--- src/rtl/wb_trace_buffer_if.sv ---
// Bundle of capture, trigger and read-port signals for wb_trace_buffer.
// master = producer/consumer side (core tap + drain logic), slave = trace buffer.
interface wb_trace_buffer_if #(
   parameter int DEPTH = 16
);
   localparam int CW = $clog2(DEPTH) + 1;

   // capture side
   logic          arm;
   logic [31:0]   pc_in;
   logic [31:0]   wdata_in;
   logic          wb_valid;
   logic          trig_en;
   logic [31:0]   trig_pc;
   // read side
   logic          rd_ready;
   logic          rd_valid;
   logic [31:0]   rd_pc;
   logic [31:0]   rd_data;
   // status
   logic [CW-1:0] count;
   logic          overflow;
   logic [1:0]    state;

   modport master (
      output arm, pc_in, wdata_in, wb_valid, trig_en, trig_pc, rd_ready,
      input  rd_valid, rd_pc, rd_data, count, overflow, state
   );

   modport slave (
      input  arm, pc_in, wdata_in, wb_valid, trig_en, trig_pc, rd_ready,
      output rd_valid, rd_pc, rd_data, count, overflow, state
   );
endinterface

--- src/rtl/wb_trace_buffer.sv ---
// wb_trace_buffer: captures {PC, write-back data} pairs on each committed
// write-back into a first-word-fall-through FIFO, with a PC-match trigger
// followed by POST_TRIG further captures.
// Optional: define TRACE_DEDUP_EN to suppress back-to-back events that
// repeat the previous PC (pipeline stalls holding the PC).
module wb_trace_buffer #(
   parameter int DEPTH     = 16,
   parameter int POST_TRIG = 4
) (
   input logic            Clk,
   input logic            Rst,
   wb_trace_buffer_if.slave bus
);
   localparam int AW = $clog2(DEPTH);
   localparam int CW = AW + 1;
   localparam int PW = (POST_TRIG < 1) ? 1 : $clog2(POST_TRIG + 1);

   typedef enum logic [1:0] {
      IDLE    = 2'd0,
      CAPTURE = 2'd1,
      POST    = 2'd2,
      DONE    = 2'd3
   } state_t;

   state_t        st;
   logic [AW-1:0] wr_ptr, rd_ptr;
   logic [CW-1:0] cnt;
   logic          ovf;
   logic [PW-1:0] post_cnt;

   logic [31:0]   pc_mem   [DEPTH];
   logic [31:0]   data_mem [DEPTH];

   logic wev, dup, ev, pop, full, push, drop, trig_hit, arm_ok, rd_vld;

`ifdef TRACE_DEDUP_EN
   logic [31:0] last_pc;
   logic        last_vld;

   // Track the PC of the last processed event; an accepted arm forgets it.
   always_ff @(posedge Clk or posedge Rst) begin
      if (Rst) begin
         last_pc  <= '0;
         last_vld <= 1'b0;
      end else if (arm_ok) begin
         last_vld <= 1'b0;
      end else if (ev) begin
         last_pc  <= bus.pc_in;
         last_vld <= 1'b1;
      end
   end

   assign dup = last_vld && (bus.pc_in == last_pc);
`else
   assign dup = 1'b0;
`endif

   // Event qualification, FIFO push/pop decisions and trigger match.
   always_comb begin
      rd_vld   = (cnt != '0);
      full     = (cnt == CW'(DEPTH));
      pop      = rd_vld && bus.rd_ready;
      wev      = bus.wb_valid && ((st == CAPTURE) || (st == POST));
      ev       = wev && !dup;
      // a full FIFO still accepts a write when the head leaves in the same edge
      push     = ev && (!full || pop);
      drop     = ev && full && !pop;
      trig_hit = ev && (st == CAPTURE) && bus.trig_en && (bus.pc_in == bus.trig_pc);
      // arm is ignored while counting down post-trigger events
      arm_ok   = bus.arm && (st != POST);
   end

   // Capture state machine, post-trigger countdown and sticky overflow.
   always_ff @(posedge Clk or posedge Rst) begin
      if (Rst) begin
         st       <= IDLE;
         post_cnt <= '0;
         ovf      <= 1'b0;
      end else begin
         // a drop in the same cycle as a re-arm wins: the loss is reported
         if (arm_ok) ovf <= 1'b0;
         if (drop)   ovf <= 1'b1;
         case (st)
            IDLE: begin
               if (bus.arm) st <= CAPTURE;
            end
            CAPTURE: begin
               if (bus.arm) begin
                  st <= CAPTURE;
               end else if (trig_hit) begin
                  post_cnt <= PW'(POST_TRIG);
                  st       <= (POST_TRIG == 0) ? DONE : POST;
               end
            end
            POST: begin
               if (ev) begin
                  post_cnt <= post_cnt - PW'(1);
                  if (post_cnt == PW'(1)) st <= DONE;
               end
            end
            DONE: begin
               if (bus.arm) st <= CAPTURE;
            end
            default: st <= IDLE;
         endcase
      end
   end

   // Pointers and occupancy; pointers wrap naturally since DEPTH is a power of 2.
   always_ff @(posedge Clk or posedge Rst) begin
      if (Rst) begin
         wr_ptr <= '0;
         rd_ptr <= '0;
         cnt    <= '0;
      end else begin
         if (push) wr_ptr <= wr_ptr + AW'(1);
         if (pop)  rd_ptr <= rd_ptr + AW'(1);
         case ({push, pop})
            2'b10:   cnt <= cnt + CW'(1);
            2'b01:   cnt <= cnt - CW'(1);
            default: cnt <= cnt;
         endcase
      end
   end

   // Storage array; contents are don't-care until written, the read mux masks them.
   always_ff @(posedge Clk) begin
      if (push) begin
         pc_mem[wr_ptr]   <= bus.pc_in;
         data_mem[wr_ptr] <= bus.wdata_in;
      end
   end

   assign bus.rd_valid = rd_vld;
   assign bus.rd_pc    = rd_vld ? pc_mem[rd_ptr]   : 32'h0;
   assign bus.rd_data  = rd_vld ? data_mem[rd_ptr] : 32'h0;
   assign bus.count    = cnt;
   assign bus.overflow = ovf;
   assign bus.state    = st;
endmodule

--- src/flat_wrapper.sv ---
// flat-port wrapper written by rule: the top's interface ports become plain ports
module wb_trace_buffer_flat 
#(
   parameter int DEPTH     = 16,
   parameter int POST_TRIG = 4
)
  (Clk, Rst, bus_arm, bus_pc_in, bus_wdata_in, bus_wb_valid, bus_trig_en, bus_trig_pc, bus_rd_ready, bus_rd_valid, bus_rd_pc, bus_rd_data, bus_count, bus_overflow, bus_state);
  wb_trace_buffer_if #(.DEPTH(DEPTH)) bus_i ();
  input logic Clk;
  input logic Rst;
  input wire logic [$bits(bus_i.arm)-1:0] bus_arm;
  input wire logic [$bits(bus_i.pc_in)-1:0] bus_pc_in;
  input wire logic [$bits(bus_i.wdata_in)-1:0] bus_wdata_in;
  input wire logic [$bits(bus_i.wb_valid)-1:0] bus_wb_valid;
  input wire logic [$bits(bus_i.trig_en)-1:0] bus_trig_en;
  input wire logic [$bits(bus_i.trig_pc)-1:0] bus_trig_pc;
  input wire logic [$bits(bus_i.rd_ready)-1:0] bus_rd_ready;
  output wire logic [$bits(bus_i.rd_valid)-1:0] bus_rd_valid;
  output wire logic [$bits(bus_i.rd_pc)-1:0] bus_rd_pc;
  output wire logic [$bits(bus_i.rd_data)-1:0] bus_rd_data;
  output wire logic [$bits(bus_i.count)-1:0] bus_count;
  output wire logic [$bits(bus_i.overflow)-1:0] bus_overflow;
  output wire logic [$bits(bus_i.state)-1:0] bus_state;
  assign bus_i.arm = bus_arm;
  assign bus_i.pc_in = bus_pc_in;
  assign bus_i.wdata_in = bus_wdata_in;
  assign bus_i.wb_valid = bus_wb_valid;
  assign bus_i.trig_en = bus_trig_en;
  assign bus_i.trig_pc = bus_trig_pc;
  assign bus_i.rd_ready = bus_rd_ready;
  assign bus_rd_valid = bus_i.rd_valid;
  assign bus_rd_pc = bus_i.rd_pc;
  assign bus_rd_data = bus_i.rd_data;
  assign bus_count = bus_i.count;
  assign bus_overflow = bus_i.overflow;
  assign bus_state = bus_i.state;
  wb_trace_buffer #(.DEPTH(DEPTH), .POST_TRIG(POST_TRIG)) u_core (.Clk(Clk), .Rst(Rst), .bus(bus_i));
endmodule
--- config.mk ---
export PLATFORM = sky130hd
export DESIGN_NAME = wb_trace_buffer_flat
export DESIGN_NICKNAME = d
export VERILOG_FILES = /design/src/rtl/wb_trace_buffer_if.sv /design/src/rtl/wb_trace_buffer.sv /design/src/flat_wrapper.sv
export SDC_FILE = /design/constraint.sdc
export NUM_CORES = 1
export LEC_CHECK = 0
export ABC_CLOCK_PERIOD_IN_PS = 4180
export CORE_ASPECT_RATIO = 0.7
export CORE_MARGIN = 2
export CORE_UTILIZATION = 60
export CTS_BUF_LIST = sky130_fd_sc_hd__clkbuf_4 sky130_fd_sc_hd__clkbuf_8
export CTS_CLUSTER_DIAMETER = 60
export DETAILED_ROUTE_END_ITERATION = 16
export DONT_BUFFER_PORTS = 1
export GPL_ROUTABILITY_DRIVEN = 1
export PLACE_DENSITY = 0.76
export SETUP_SLACK_MARGIN = 0.05
export SYNTH_ARGS = -nofsm -noshare
export SYNTH_HDL_FRONTEND = slang
export SYNTH_SLANG_ARGS = --single-unit
--- constraint.sdc ---
create_clock -name Clk -period 4.18 [get_ports Clk]
set_input_delay 0.836 -clock Clk [delete_from_list [all_inputs] [get_ports Clk]]
set_output_delay 0.836 -clock Clk [all_outputs]
set_load 0.005 [all_outputs]
==> results.toml <==
[synth]
async_reset_ff_frac = 0.0182
yosys_register_bits = 1043
yosysWarnings = 0
syn_area_um2 = 40400
synth_fp_nets = 1782
synth_ff_type = "edfxtp_1"
synth_area_per_cell_um2 = 24.3
yosysSeqAreaShare = 0.772
ys_types = 42
synthCells = 1666
synth-edff-count = 1024

[critical_path]
crit_fanout = 15
cp-startpoint = "u_core.rd_ptr[0]"
critical_path_class = "flop to output pin"
cp_data_required_time_ns = 3.34
endpoint_kind = "output pin"
reg2regPathDepth = 8
crit_arrival_ns = 3.14
r2r-start = "u_core.bus.state[0]"
cp-start-kind = "flop"

[cells_and_area]
post-route-cell-area_um2 = 45000
drive_gt1_frac = 0.337
area_growth_syn_to_layout_pct = 11.4
nets = 1923
insertedDiodeCount = 0
final_cell_count_no_fill = 2808

[sta]
report.final.slew_viol_count = 0
fin_skew_ns = 0.0317
period_share = 0.951
period_needed_ns = 3.98
hold_viol = 0
rsz0062_at_grt = "no"
slew_headroom = 0.344
tightest_slew_ns = 0.976
fin_tns_setup_ns = 0
finalSetupViolCount = 0
fmax_ghz = 0.251

[route]
drtIter0Drc = 2256
post-route-drc-count = 0
num_vias = 18400
dr.pass1.iters = 5
wire_per_inst_um = 31.5
viasPerCell = 6.54
ant_nets = 0
wirelength_mm = 88.4

[job]
cap_violations = 0

[floorplan]
dieArea_um2 = 69500
io_pins = 175
num_rows = 79
core_um2 = 66500
fp.dieH_um = 221
die_x_um = 314
initial_core_util = 0.608

[clock_tree]
cts_max_level = 4
worstSkewPairLatency_ns = 0.79
numClockSinks = 1043
cts_resized = 0
root_buffer = "clkbuf_8"
cts_max_path_buffers = 3
cts_inserted_buffers = 151
clkTransAtPathRegs_ns = 0.06
cts_tree = "yes"
cts_hold_buf = 0
postCtsSetupBuffers = 2

[global_routing]
grt_util_all_layers = 0.262
grt_pass1_wl_mm = 129
grt_max_degree = 87
antenna_found_initial = 2
overflow = 0
grt_pass1_vias = 19100

[placed_design]
dpl_cell_area_um2 = 42000
hpwl_mm = 48.9
dp.cells = 2543
io_buffers = 0
gp_congestion = 0.780

[pwr]
peakVddDrop_mv = 0.509
power_leakage_nw = 14.2
p_per_area_nw_per_um2 = 649

[outcome]
status = "completed"

[worst_hold_path]
hp-class = "input pin to async pin"
-- cell families (layout without fill, tap and decap cells) --
group | Yosys count | in the layout | share of synthesized area
XOR/XNOR | 45 | 45 | 0.00975
multiplexers | 324 | 324 | 0.179
flip-flops | 1043 | 1043 | 0.772
buffers and inverters | 96 | 347 | 0.0125
AO/OA/AOI/OAI | 22 | 22 | 0.00371
adder cells (fa/ha/maj) | 14 | 14 | 0.00433
AND/OR/NAND/NOR | 122 | 122 | 0.0178
-- power by group --
part / internal [mW] / total [mW] / switching (mW)
sequential: 12.4 / 12.9 / 0.502
combinational: 4.28 / 8.22 / 3.93
clock: 4.35 / 8.13 / 3.77
total: 21.0 / 29.3 / 8.21
-- sequential cells by signal, summed over array words and instances (netlist names) --
signal               cells
u_core.data_mem        512
u_core.pc_mem          512
u_core.bus.count         5
u_core.rd_ptr            4
u_core.wr_ptr            4
u_core.post_cnt          3
u_core.bus.state         2
u_core.bus.overflow      1
-- routing by layer --
metal | vias up | part of all wire | GRT usage | wire (µm)
li1 | 7400 | - | - | -
met1 | 9863 | 0.39 | 0.379 | 34800
met2 | 968 | 0.48 | 0.394 | 42300
met3 | 122 | 0.11 | 0.0830 | 9430
met4 | 2 | 0.020 | 0.0729 | 1760
met5 | - | 0.00015 | 0 | 13
-- worst max-delay path: stages, from the launching register on --
cell and delay, ns:
dfrtp_4 0.56, buf_12 0.24, buf_4 0.25, mux4_2 0.53, mux4_2 0.55, and2_1 0.21
-- synthesized netlist by cell type (all sizes together) (2+ instances only) --
master	instances	area (µm²)
edfxtp	1024	30700
nand2	12	45.0
xor2	23	201
mux4	320	7210
dfrtp	19	475
inv	12	45.0
o21ai	6	30.0
clkbuf	48	180
mux2	4	45.0
xnor2	22	193
nor4	5	31.3
nor2	5	18.8
nand4	7	43.8
nor3	2	10.0
and2	81	507
ha	14	175
buf	36	279
nand2b	3	18.8
a21oi	3	15.0
and3	2	12.5
a22oi	2	15.0
-- path summary, 6_finish.rpt --
path | slack [ns] | to
max | 0.20 | bus_rd_pc[16]
min | 0.1 | u_core.rd_ptr[0]
max reg2reg | 0.63 | u_core.data_mem[10][26]
min reg2reg | 0.52 | u_core.post_cnt[1]
max in group asynchronous | 3.47 | u_core.rd_ptr[2]
min in group Clk | 0.13 | u_core.data_mem[9][17]
-- layout by cell type, fill, tap and decap left out, drive strengths merged, types with 7 or more instances in the layout --
| cell | n |
|---|---|
| and2 | 81 |
| buf | 72 |
| bufinv | 8 |
| clkbuf | 198 |
| clkinv | 45 |
| clkinvlp | 9 |
| dfrtp | 19 |
| edfxtp | 1024 |
| ha | 14 |
| inv | 15 |
| mux4 | 320 |
| nand2 | 12 |
| nand4 | 7 |
| xnor2 | 22 |
| xor2 | 23 |
-- area by class of cell --
| cell class | count | area (µm²) |
|---|---|---|
| Inverter | 12 | 45.0 |
| Clock buffer | 198 | 2470 |
| Tap cell | 891 | 1110 |
| Multi-Input combinational cell | 527 | 8730 |
| Timing Repair Buffer | 72 | 916 |
| Fill cell | 3923 | 21500 |
| Sequential cell | 1043 | 31200 |
| Clock inverter | 65 | 522 |
-- stage by stage --
stage | total power, mW | hold WS, ns | setup slack, ns | util
3_5_place_dp | 21.4 | 0.500 | 0.698 | 0.632
2_1_floorplan | 19.1 | 0.466 | 0.509 | -
6_report | 29.3 | 0.0955 | 0.204 | 0.677
4_1_cts | 29.5 | 0.0575 | 0.120 | 0.677
5_1_grt | 30.4 | 0.0741 | 0.104 | 0.677
3_3_place_gp | 21.3 | 0.483 | 0.854 | 0.632
No activity file was read; power rests on OpenSTA's default activity.
